$ cat src/rtl/adat_frame_lock_controller_if.sv
// ---------------------------------------------------------------------------
// Link between the NRZI phase-lock decoder and the ADAT frame lock controller.
// Signal suffixes are named from the controller's point of view.
// ---------------------------------------------------------------------------
interface adat_frame_lock_controller_if;
   // decoder -> controller
   logic       dec_tick_ni;
   logic       dec_data_i;
   logic       dec_valid_i;
   logic       dec_sync_i;
   // controller -> decoder / deserialiser
   logic       dec_resync_o;
   logic       locked_o;
   logic       frame_start_o;
   logic [7:0] bit_index_o;
   logic [3:0] user_bits_o;
   logic       frame_err_o;
   logic [7:0] err_cnt_o;

   // decoder side (and testbench)
   modport master (
      output dec_tick_ni, dec_data_i, dec_valid_i, dec_sync_i,
      input  dec_resync_o, locked_o, frame_start_o, bit_index_o,
             user_bits_o, frame_err_o, err_cnt_o
   );

   // frame lock controller side
   modport slave (
      input  dec_tick_ni, dec_data_i, dec_valid_i, dec_sync_i,
      output dec_resync_o, locked_o, frame_start_o, bit_index_o,
             user_bits_o, frame_err_o, err_cnt_o
   );
endinterface

$ cat src/rtl/adat_frame_lock_controller.sv
// ---------------------------------------------------------------------------
// ADAT frame lock controller.
// Consumes the recovered bit stream of the NRZI decoder, searches for the
// 256-bit frame sync, verifies a number of clean frames, then tracks the
// frame with a flywheel bit index. Requests decoder re-acquisition when lock
// is lost, when no sync is found in time, or when the decoder stalls.
// ---------------------------------------------------------------------------
module adat_frame_lock_controller #(
   parameter int unsigned LOCK_FRAMES         = 4,
   parameter int unsigned UNLOCK_FRAMES       = 3,
   parameter int unsigned SYNC_ZEROS          = 10,
   parameter int unsigned SEARCH_TIMEOUT_BITS = 768,
   parameter int unsigned TICK_TIMEOUT_CLKS   = 64
) (
   input  logic                           clk_x4_i,
   input  logic                           rst_ni,
   adat_frame_lock_controller_if.slave    bus
);

   localparam int unsigned ZR_W = $clog2(SYNC_ZEROS + 1);
   localparam int unsigned SC_W = $clog2(SEARCH_TIMEOUT_BITS + 1);
   localparam int unsigned WD_W = $clog2(TICK_TIMEOUT_CLKS + 1);

   typedef enum logic [1:0] {
      ST_SEARCH,
      ST_VERIFY,
      ST_LOCKED
   } state_e;

   state_e            state_q;
   logic [7:0]        idx_q;
   logic [ZR_W-1:0]   zero_run_q;
   logic [SC_W-1:0]   search_cnt_q;
   logic [WD_W-1:0]   wd_q;
   logic [3:0]        good_q;
   logic [3:0]        bad_q;
   logic              frame_bad_q;
   logic [3:0]        ub_shift_q;
   logic              resync_q;
   logic              locked_q;
   logic              frame_start_q;
   logic [3:0]        user_bits_q;
   logic              frame_err_q;
   logic [7:0]        err_cnt_q;

   logic              tick;
   logic [1:0]        fixed;
   logic              viol;
   logic              lost;
   logic [7:0]        err_cnt_d;
   logic [ZR_W-1:0]   zero_run_d;
   logic [3:0]        good_d;
   logic [3:0]        bad_d;
   logic              frame_bad_d;

   // Fixed-bit map of the frame: {position is fixed, required value}.
   function automatic logic [1:0] fixed_bit(input logic [7:0] idx);
      if (idx == 8'd255)
         return 2'b11;                                  // sync
      if (idx >= 8'd245)
         return 2'b10;                                  // sync zero run
      if (idx >= 8'd4 && idx <= 8'd244 && ((idx - 8'd4) % 8'd5) == 8'd0)
         return 2'b11;                                  // nibble separator
      return 2'b00;                                     // user / audio
   endfunction

   // Per-bit decode: violation detect, lock-loss detect and counter increments.
   always_comb begin
      // NOTE: every always_comb output gets a default first so no latch is inferred.
      tick        = ~bus.dec_tick_ni;
      fixed       = fixed_bit(idx_q);
      viol        = ~bus.dec_valid_i | (fixed[1] & (bus.dec_data_i != fixed[0]));
      lost        = (state_q != ST_SEARCH) &&
                    (~bus.dec_sync_i || (~tick && wd_q == WD_W'(TICK_TIMEOUT_CLKS - 1)));
      err_cnt_d   = (err_cnt_q == 8'hFF) ? err_cnt_q : err_cnt_q + 8'd1;
      zero_run_d  = '0;
      if (bus.dec_valid_i && !bus.dec_data_i)
         zero_run_d = (zero_run_q >= ZR_W'(SYNC_ZEROS)) ? zero_run_q : zero_run_q + 1'b1;
      good_d      = good_q + 4'd1;
      bad_d       = bad_q + 4'd1;
      frame_bad_d = frame_bad_q | viol;
   end

   // Frame lock state machine with registered outputs.
   always_ff @(posedge clk_x4_i or negedge rst_ni) begin
      if (!rst_ni) begin
         state_q       <= ST_SEARCH;
         idx_q         <= '0;
         zero_run_q    <= '0;
         search_cnt_q  <= '0;
         wd_q          <= '0;
         good_q        <= '0;
         bad_q         <= '0;
         frame_bad_q   <= 1'b0;
         ub_shift_q    <= '0;
         resync_q      <= 1'b0;
         locked_q      <= 1'b0;
         frame_start_q <= 1'b0;
         user_bits_q   <= '0;
         frame_err_q   <= 1'b0;
         err_cnt_q     <= '0;
      end else begin
         // NOTE: state uses non-blocking assignments so every register samples pre-edge values.
         resync_q      <= 1'b0;
         frame_start_q <= 1'b0;
         frame_err_q   <= 1'b0;

         if (lost) begin
            // decoder lost phase sync or stalled: drop everything, restart it
            state_q      <= ST_SEARCH;
            locked_q     <= 1'b0;
            resync_q     <= 1'b1;
            idx_q        <= '0;
            zero_run_q   <= '0;
            search_cnt_q <= '0;
            wd_q         <= '0;
            bad_q        <= '0;
            frame_bad_q  <= 1'b0;
         end else if (!tick) begin
            if (state_q != ST_SEARCH)
               wd_q <= wd_q + 1'b1;
         end else begin
            wd_q <= '0;
            if (state_q != ST_SEARCH && idx_q < 8'd4)
               ub_shift_q <= {ub_shift_q[2:0], bus.dec_data_i};

            case (state_q)
               ST_SEARCH: begin
                  if (bus.dec_valid_i && bus.dec_data_i && zero_run_q >= ZR_W'(SYNC_ZEROS)) begin
                     state_q      <= ST_VERIFY;
                     idx_q        <= '0;
                     good_q       <= '0;
                     frame_bad_q  <= 1'b0;
                     zero_run_q   <= '0;
                     search_cnt_q <= '0;
                  end else begin
                     zero_run_q <= zero_run_d;
                     if (search_cnt_q == SC_W'(SEARCH_TIMEOUT_BITS - 1)) begin
                        resync_q     <= 1'b1;
                        search_cnt_q <= '0;
                     end else begin
                        search_cnt_q <= search_cnt_q + 1'b1;
                     end
                  end
               end

               ST_VERIFY: begin
                  if (viol) begin
                     // any error while verifying: back to search, this bit starts the zero run
                     frame_err_q  <= 1'b1;
                     err_cnt_q    <= err_cnt_d;
                     state_q      <= ST_SEARCH;
                     idx_q        <= '0;
                     zero_run_q   <= (bus.dec_valid_i && !bus.dec_data_i) ? ZR_W'(1) : '0;
                     search_cnt_q <= '0;
                  end else if (idx_q == 8'd255) begin
                     idx_q  <= '0;
                     good_q <= good_d;
                     if (good_d == 4'(LOCK_FRAMES)) begin
                        state_q       <= ST_LOCKED;
                        locked_q      <= 1'b1;
                        frame_start_q <= 1'b1;
                        user_bits_q   <= ub_shift_q;
                        bad_q         <= '0;
                        frame_bad_q   <= 1'b0;
                     end
                  end else begin
                     idx_q <= idx_q + 8'd1;
                  end
               end

               ST_LOCKED: begin
                  // only the first violation of a frame is reported
                  if (viol && !frame_bad_q) begin
                     frame_err_q <= 1'b1;
                     err_cnt_q   <= err_cnt_d;
                  end
                  if (idx_q == 8'd255) begin
                     idx_q       <= '0;
                     frame_bad_q <= 1'b0;
                     if (frame_bad_d) begin
                        if (bad_d == 4'(UNLOCK_FRAMES)) begin
                           state_q      <= ST_SEARCH;
                           locked_q     <= 1'b0;
                           resync_q     <= 1'b1;
                           bad_q        <= '0;
                           zero_run_q   <= '0;
                           search_cnt_q <= '0;
                        end else begin
                           bad_q <= bad_d;
                        end
                     end else begin
                        bad_q         <= '0;
                        user_bits_q   <= ub_shift_q;
                        frame_start_q <= 1'b1;
                     end
                  end else begin
                     // flywheel: the index advances even through errors
                     idx_q       <= idx_q + 8'd1;
                     frame_bad_q <= frame_bad_d;
                  end
               end

               default: begin
                  state_q <= ST_SEARCH;
                  idx_q   <= '0;
               end
            endcase
         end
      end
   end

   assign bus.dec_resync_o  = resync_q;
   assign bus.locked_o      = locked_q;
   assign bus.frame_start_o = frame_start_q;
   assign bus.bit_index_o   = idx_q;
   assign bus.user_bits_o   = user_bits_q;
   assign bus.frame_err_o   = frame_err_q;
   assign bus.err_cnt_o     = err_cnt_q;

endmodule

$ cat src/flat_wrapper.sv
// flat-port wrapper written by rule: the top's interface ports become plain ports
module adat_frame_lock_controller_flat 
#(
   parameter int unsigned LOCK_FRAMES         = 4,
   parameter int unsigned UNLOCK_FRAMES       = 3,
   parameter int unsigned SYNC_ZEROS          = 10,
   parameter int unsigned SEARCH_TIMEOUT_BITS = 768,
   parameter int unsigned TICK_TIMEOUT_CLKS   = 64
)
  (clk_x4_i, rst_ni, bus_dec_tick_ni, bus_dec_data_i, bus_dec_valid_i, bus_dec_sync_i, bus_dec_resync_o, bus_locked_o, bus_frame_start_o, bus_bit_index_o, bus_user_bits_o, bus_frame_err_o, bus_err_cnt_o);
  adat_frame_lock_controller_if bus_i ();
  input  logic clk_x4_i;
  input  logic rst_ni;
  input wire logic [$bits(bus_i.dec_tick_ni)-1:0] bus_dec_tick_ni;
  input wire logic [$bits(bus_i.dec_data_i)-1:0] bus_dec_data_i;
  input wire logic [$bits(bus_i.dec_valid_i)-1:0] bus_dec_valid_i;
  input wire logic [$bits(bus_i.dec_sync_i)-1:0] bus_dec_sync_i;
  output wire logic [$bits(bus_i.dec_resync_o)-1:0] bus_dec_resync_o;
  output wire logic [$bits(bus_i.locked_o)-1:0] bus_locked_o;
  output wire logic [$bits(bus_i.frame_start_o)-1:0] bus_frame_start_o;
  output wire logic [$bits(bus_i.bit_index_o)-1:0] bus_bit_index_o;
  output wire logic [$bits(bus_i.user_bits_o)-1:0] bus_user_bits_o;
  output wire logic [$bits(bus_i.frame_err_o)-1:0] bus_frame_err_o;
  output wire logic [$bits(bus_i.err_cnt_o)-1:0] bus_err_cnt_o;
  assign bus_i.dec_tick_ni = bus_dec_tick_ni;
  assign bus_i.dec_data_i = bus_dec_data_i;
  assign bus_i.dec_valid_i = bus_dec_valid_i;
  assign bus_i.dec_sync_i = bus_dec_sync_i;
  assign bus_dec_resync_o = bus_i.dec_resync_o;
  assign bus_locked_o = bus_i.locked_o;
  assign bus_frame_start_o = bus_i.frame_start_o;
  assign bus_bit_index_o = bus_i.bit_index_o;
  assign bus_user_bits_o = bus_i.user_bits_o;
  assign bus_frame_err_o = bus_i.frame_err_o;
  assign bus_err_cnt_o = bus_i.err_cnt_o;
  adat_frame_lock_controller #(.LOCK_FRAMES(LOCK_FRAMES), .UNLOCK_FRAMES(UNLOCK_FRAMES), .SYNC_ZEROS(SYNC_ZEROS), .SEARCH_TIMEOUT_BITS(SEARCH_TIMEOUT_BITS), .TICK_TIMEOUT_CLKS(TICK_TIMEOUT_CLKS)) u_core (.clk_x4_i(clk_x4_i), .rst_ni(rst_ni), .bus(bus_i));
endmodule
$ cat config.mk
export PLATFORM = sky130hd
export DESIGN_NAME = adat_frame_lock_controller_flat
export DESIGN_NICKNAME = d
export VERILOG_FILES = /design/src/rtl/adat_frame_lock_controller_if.sv /design/src/rtl/adat_frame_lock_controller.sv /design/src/flat_wrapper.sv
export SDC_FILE = /design/constraint.sdc
export NUM_CORES = 1
export LEC_CHECK = 0
export CAP_MARGIN = 10
export CORE_MARGIN = 2
export CORE_UTILIZATION = 30
export DETAILED_ROUTE_END_ITERATION = 8
export PLACE_DENSITY_LB_ADDON = 0.25
export SYNTH_ARGS = -nofsm -noshare
export SYNTH_HDL_FRONTEND = slang
export SYNTH_SLANG_ARGS = --single-unit
$ cat constraint.sdc
create_clock -name clk_x4_i -period 6.6 [get_ports clk_x4_i]
set_input_delay 0.99 -clock clk_x4_i [delete_from_list [all_inputs] [get_ports clk_x4_i]]
set_output_delay 0.99 -clock clk_x4_i [all_outputs]
set_load 0.02 [all_outputs]
==> metrics.md <==
| Metric | Value |
|---|---|
| Status | completed |
| Switching Share | between 30% and 40% |
| Area after DPL | 4570 µm² |
| CP Class | reg -> reg |
| Hold slack | 0.488 ns |
| Largest net degree at the start of global routing | between 60 and 70 |
| Total GRT Usage | approximately 15% |
| Syn Inst Count | approximately 470 |
| H-tree Lvls | 3 |
| Post-Syn Nets | slightly below 500 |
| Min-delay src | u_core.bus.err_cnt_o[4] |
| Crit Path Max Fanout | 11 |
| Yosys warnings | 0 |
| Detailed Place HPWL | just over 7 mm |
| Area leader, netlist | dfrtp_1 |
| Cell area after layout | 4870 µm² |
| Clock Path Buffers | 2 |
| Maximum VDD drop | around 0.00022 V |
| Clock sink count | 60 |
| Max cap viols | 0 |
| Static Leakage | 2.01 nW |
| Synth area leaders | dfrtp_1 (36%), ha_1 (6.4%), o21ai_0 (4.1%) |
| Postcts setup bufs | 0 |
| Mean area per synthesized cell | a little under 9 µm² |
| DRT iter0 DRCs | between 300 and 400 |
| Post-synth EDFFs | 0 |
| RR Endpoint | u_core.search_cnt_q[8] |
| DR WL/cell | between 15 and 20 µm |
| Post-CTS sizing | 0 |
| Final clock skew | roughly 0.0038 ns |
| Max stage delay on crit path | around 0.58 ns |
| DIE AREA | about 15000 µm² |
| Core Area | 13300 µm² |
| CTS buffer count | 9 |
| PwrDens | just over 300 nW/µm² |
| Setup TNS | 0 ns |
| TritonRoute pass-1 iters | 5 |
| Crit start category | flop |
| Syn-to-layout area delta | 18.4% |
| Nets@finish | 520 |
| Port Buffer Count | 29 |
| Flops & latches, synth | 60 |
| Clock share of power | between 30% and 40% |
| Comb pwr share | roughly 34% |
| Clk_lat worst skew | approximately 0.34 ns |
| I/O Pins | 30 |
| Initial cell density of the core | between 30 and 40% |
| Synth cell types | 70 |
| Gr ovfl total | 0 |
| Slew Viols, Final | 0 |
| Switch Pwr | 550 µW |
| Via Count | 3664 |
| Post-route ant nets | 0 |
| Worst hold endpoint | u_core.bus.err_cnt_o[4] |
| Reg2Reg Setup Slack | approximately 1.3 ns |
| Critical path endpoint category | flop |
| Synth Cell Area | between 4000 and 5000 µm² |
| CP max stage cell | or4_4 |
| Slew @ Worst Pin | between 0.7 and 0.8 ns |
| FF-to-FF path depth | 18 |
| F_max | 188 MHz |
| Gpl congestion | roughly 0.78 |
| DRC errors left | 0 |
| Internal Power | 960 µW |
| Root Buffer | clkbuf_16 |
| Final hold violation count | 0 |
| Cell depth of the worst hold path | 1 |
| Vias in the first global route | between 3000 and 4000 |
| N_diodes | 0 |
| Post-synthesis sequential area ratio | 36.5% |
| Final Setup Violations | 0 |
| Number of antenna violations at the first check in global routing | 0 |
| Post-synth top area share | a little over a third |
| Post-Place Cells | between 600 and 700 |
| Worst r2r src | u_core.bus.bit_index_o[3] |
| Drt total wl | 10.1 mm |
| Register clock-pin slew on the reported worst setup and hold paths | ~0.05 ns |
| WP data arrival | 5.56 ns |
| TritonCTS clock tree | built |
| Ys flop type | dfrtp_1 |
| Site Rows | 42 |
| Relative slew slack | between 40% and 50% |
| Die width | between 100 and 150 µm |
| Vias per inst | around 5.4 |
| Minimum clock period | 5.32 ns |
| Hold buffer count at cts | 0 |
| CP required | about 6.8 ns |
| RSZ-0062 raised after global routing | false |
| Cell Count, Final, Fillers Out | approximately 670 |
| Async SR Flop Fraction | 100% |
| Hold WC Path Type | reg -> reg |
| Die Height | between 100 and 150 µm |
| Share of cells above drive strength 1 | under 10% |
| Share of power burned in registers | between 30 and 40% |
| Critical Path, Cell by Cell | inv_1 -> ha_1 -> nor3b_1 -> nor2_1 -> a22oi_1 -> o32ai_1 -> a211oi_2 -> o21ai_0 -> a21oi_1 -> ha_1 -> nor2_1 -> a31oi_1 -> a211oi_1 -> or4_4 -> o31ai_1 -> nand3_1 -> or2_0 -> o31ai_1 |
| First-pass GRT wire length | 16.8 mm |
| Period utilisation layout | 80.6% |
## power groups by stage
stage	clock network, mW	logic, mW	registers (mW)
floorplan	0	0.318	0.542
CTS	0.495	0.519	0.515
finish	0.482	0.515	0.514
global placement	0	0.509	0.519
global route	0.517	0.577	0.529
detailed placement	0	0.517	0.519
## stage by stage
stage,setup WS [ns],power (mW),util (%)
2_1_floorplan,1.46,0.860,-
6_report,1.28,1.51,36.7
4_1_cts,1.34,1.53,36.7
3_5_place_dp,1.38,1.04,34.4
3_3_place_gp,1.51,1.03,34.4
5_1_grt,0.788,1.62,36.7
## worst max-delay path, delay by kind of cell, from the launching register on
family                     cells  cell delay [ns]
DFF                            1             0.45
adders and majority gates      2             0.52
AOI/OAI and AO/OA              9             1.99
buffers and inverters          1             0.17
and+or+nand+nor                6             2.09
## kinds of logic (layout without fill, tap and decap cells)
kind of cell	after synthesis	after routing	synth area share [%]
AO/OA/AOI/OAI	130	130	22.4
XOR/XNOR	16	16	3.59
adder cells (fa/ha/maj)	21	21	6.38
buffers and inverters	35	64	3.34
flip-flops	60	60	36.5
multiplexers	12	12	3.22
AND/OR/NAND/NOR	195	195	24.5
## routing by layer
layer / share of wire, % / global-route usage [%]
met1: 49 / 20.6
met2: 43 / 20.9
met3: 5.1 / 3.38
met4: 2.7 / 7.05
met5: 0 / 0
## registers in the layout, indices dropped and copies added, names as in the netlist
signal	flops
u_core.search_cnt_q	10
u_core.bus.bit_index_o	8
u_core.bus.err_cnt_o	8
u_core.wd_q	7
u_core.bad_q	4
u_core.bus.user_bits_o	4
u_core.good_q	4
u_core.ub_shift_q	4
u_core.zero_run_q	4
u_core.state_q	2
u_core.bus.dec_resync_o	1
u_core.bus.frame_err_o	1
u_core.bus.frame_start_o	1
u_core.bus.locked_o	1
u_core.frame_bad_q	1
## layout make-up
type	count	area, µm²
clock inverter	4	47.5
fill	1314	8420
sequential	60	1500
timing repair buffer	33	315
tap	176	220
inverter	15	56.3
multi-input combinational	374	2480
clock buffer	12	256
## Yosys cell counts (all sizes together) (5+ instances only)
master and number:
o311ai 5, buf 5, xnor2 6, o31ai 12
o21ai 36, nand3 30, nor4 5, a21o 6
or4 6, nor2 38, ha 21, nand2b 15
or2 7, mux2 10, clkbuf 15, nand4 6
inv 15, nor2b 6, xor2 10, a31oi 12
dfrtp 60, nand2 39, nor3 23, and3 10
a21oi 20
## worst max path at each step
| stage | from | end | slack [ns] | depth (start not counted) |
|---|---|---|---|---|
| 5_1_grt | u_core.bus.bit_index_o[3] | u_core.search_cnt_q[8] | 0.79 | 18 |
| 2_1_floorplan | u_core.bus.bit_index_o[2] | u_core.bus.user_bits_o[0] | 1.46 | 19 |
| 6_report | u_core.bus.bit_index_o[3] | u_core.search_cnt_q[8] | 1.28 | 18 |
| 4_1_cts | u_core.bus.bit_index_o[3] | u_core.search_cnt_q[8] | 1.34 | 18 |
| 3_3_place_gp | u_core.bus.bit_index_o[2] | u_core.search_cnt_q[4] | 1.51 | 17 |
| 3_5_place_dp | u_core.bus.bit_index_o[3] | u_core.search_cnt_q[8] | 1.38 | 18 |
## cell usage in the layout, fill, tap and decap left out, types with 3 or more instances in the layout
master / synthesis / layout
a211oi_1: 3 / 3
a21o_1: 6 / 6
a21oi_1: 20 / 20
a22o_1: 3 / 3
a22oi_1: 4 / 4
a31oi_1: 11 / 11
and3_1: 9 / 9
buf_4: 1 / 4
clkbuf_16: 0 / 9
clkdlybuf4s50_1: 0 / 28
dfrtp_1: 60 / 60
ha_1: 21 / 21
inv_1: 15 / 15
mux2_1: 5 / 5
mux2_2: 5 / 5
nand2_1: 39 / 39
nand2b_1: 15 / 15
nand3_1: 30 / 30
nand4_1: 6 / 6
nor2_1: 36 / 36
nor2b_1: 6 / 6
nor3_1: 22 / 22
nor4_1: 5 / 5
o21ai_0: 34 / 34
o311ai_1: 3 / 3
o31ai_1: 12 / 12
or2_2: 5 / 5
or4_1: 4 / 4
xnor2_1: 5 / 5
xor2_1: 10 / 10
Note: power is estimated with default switching activity, not from simulation.
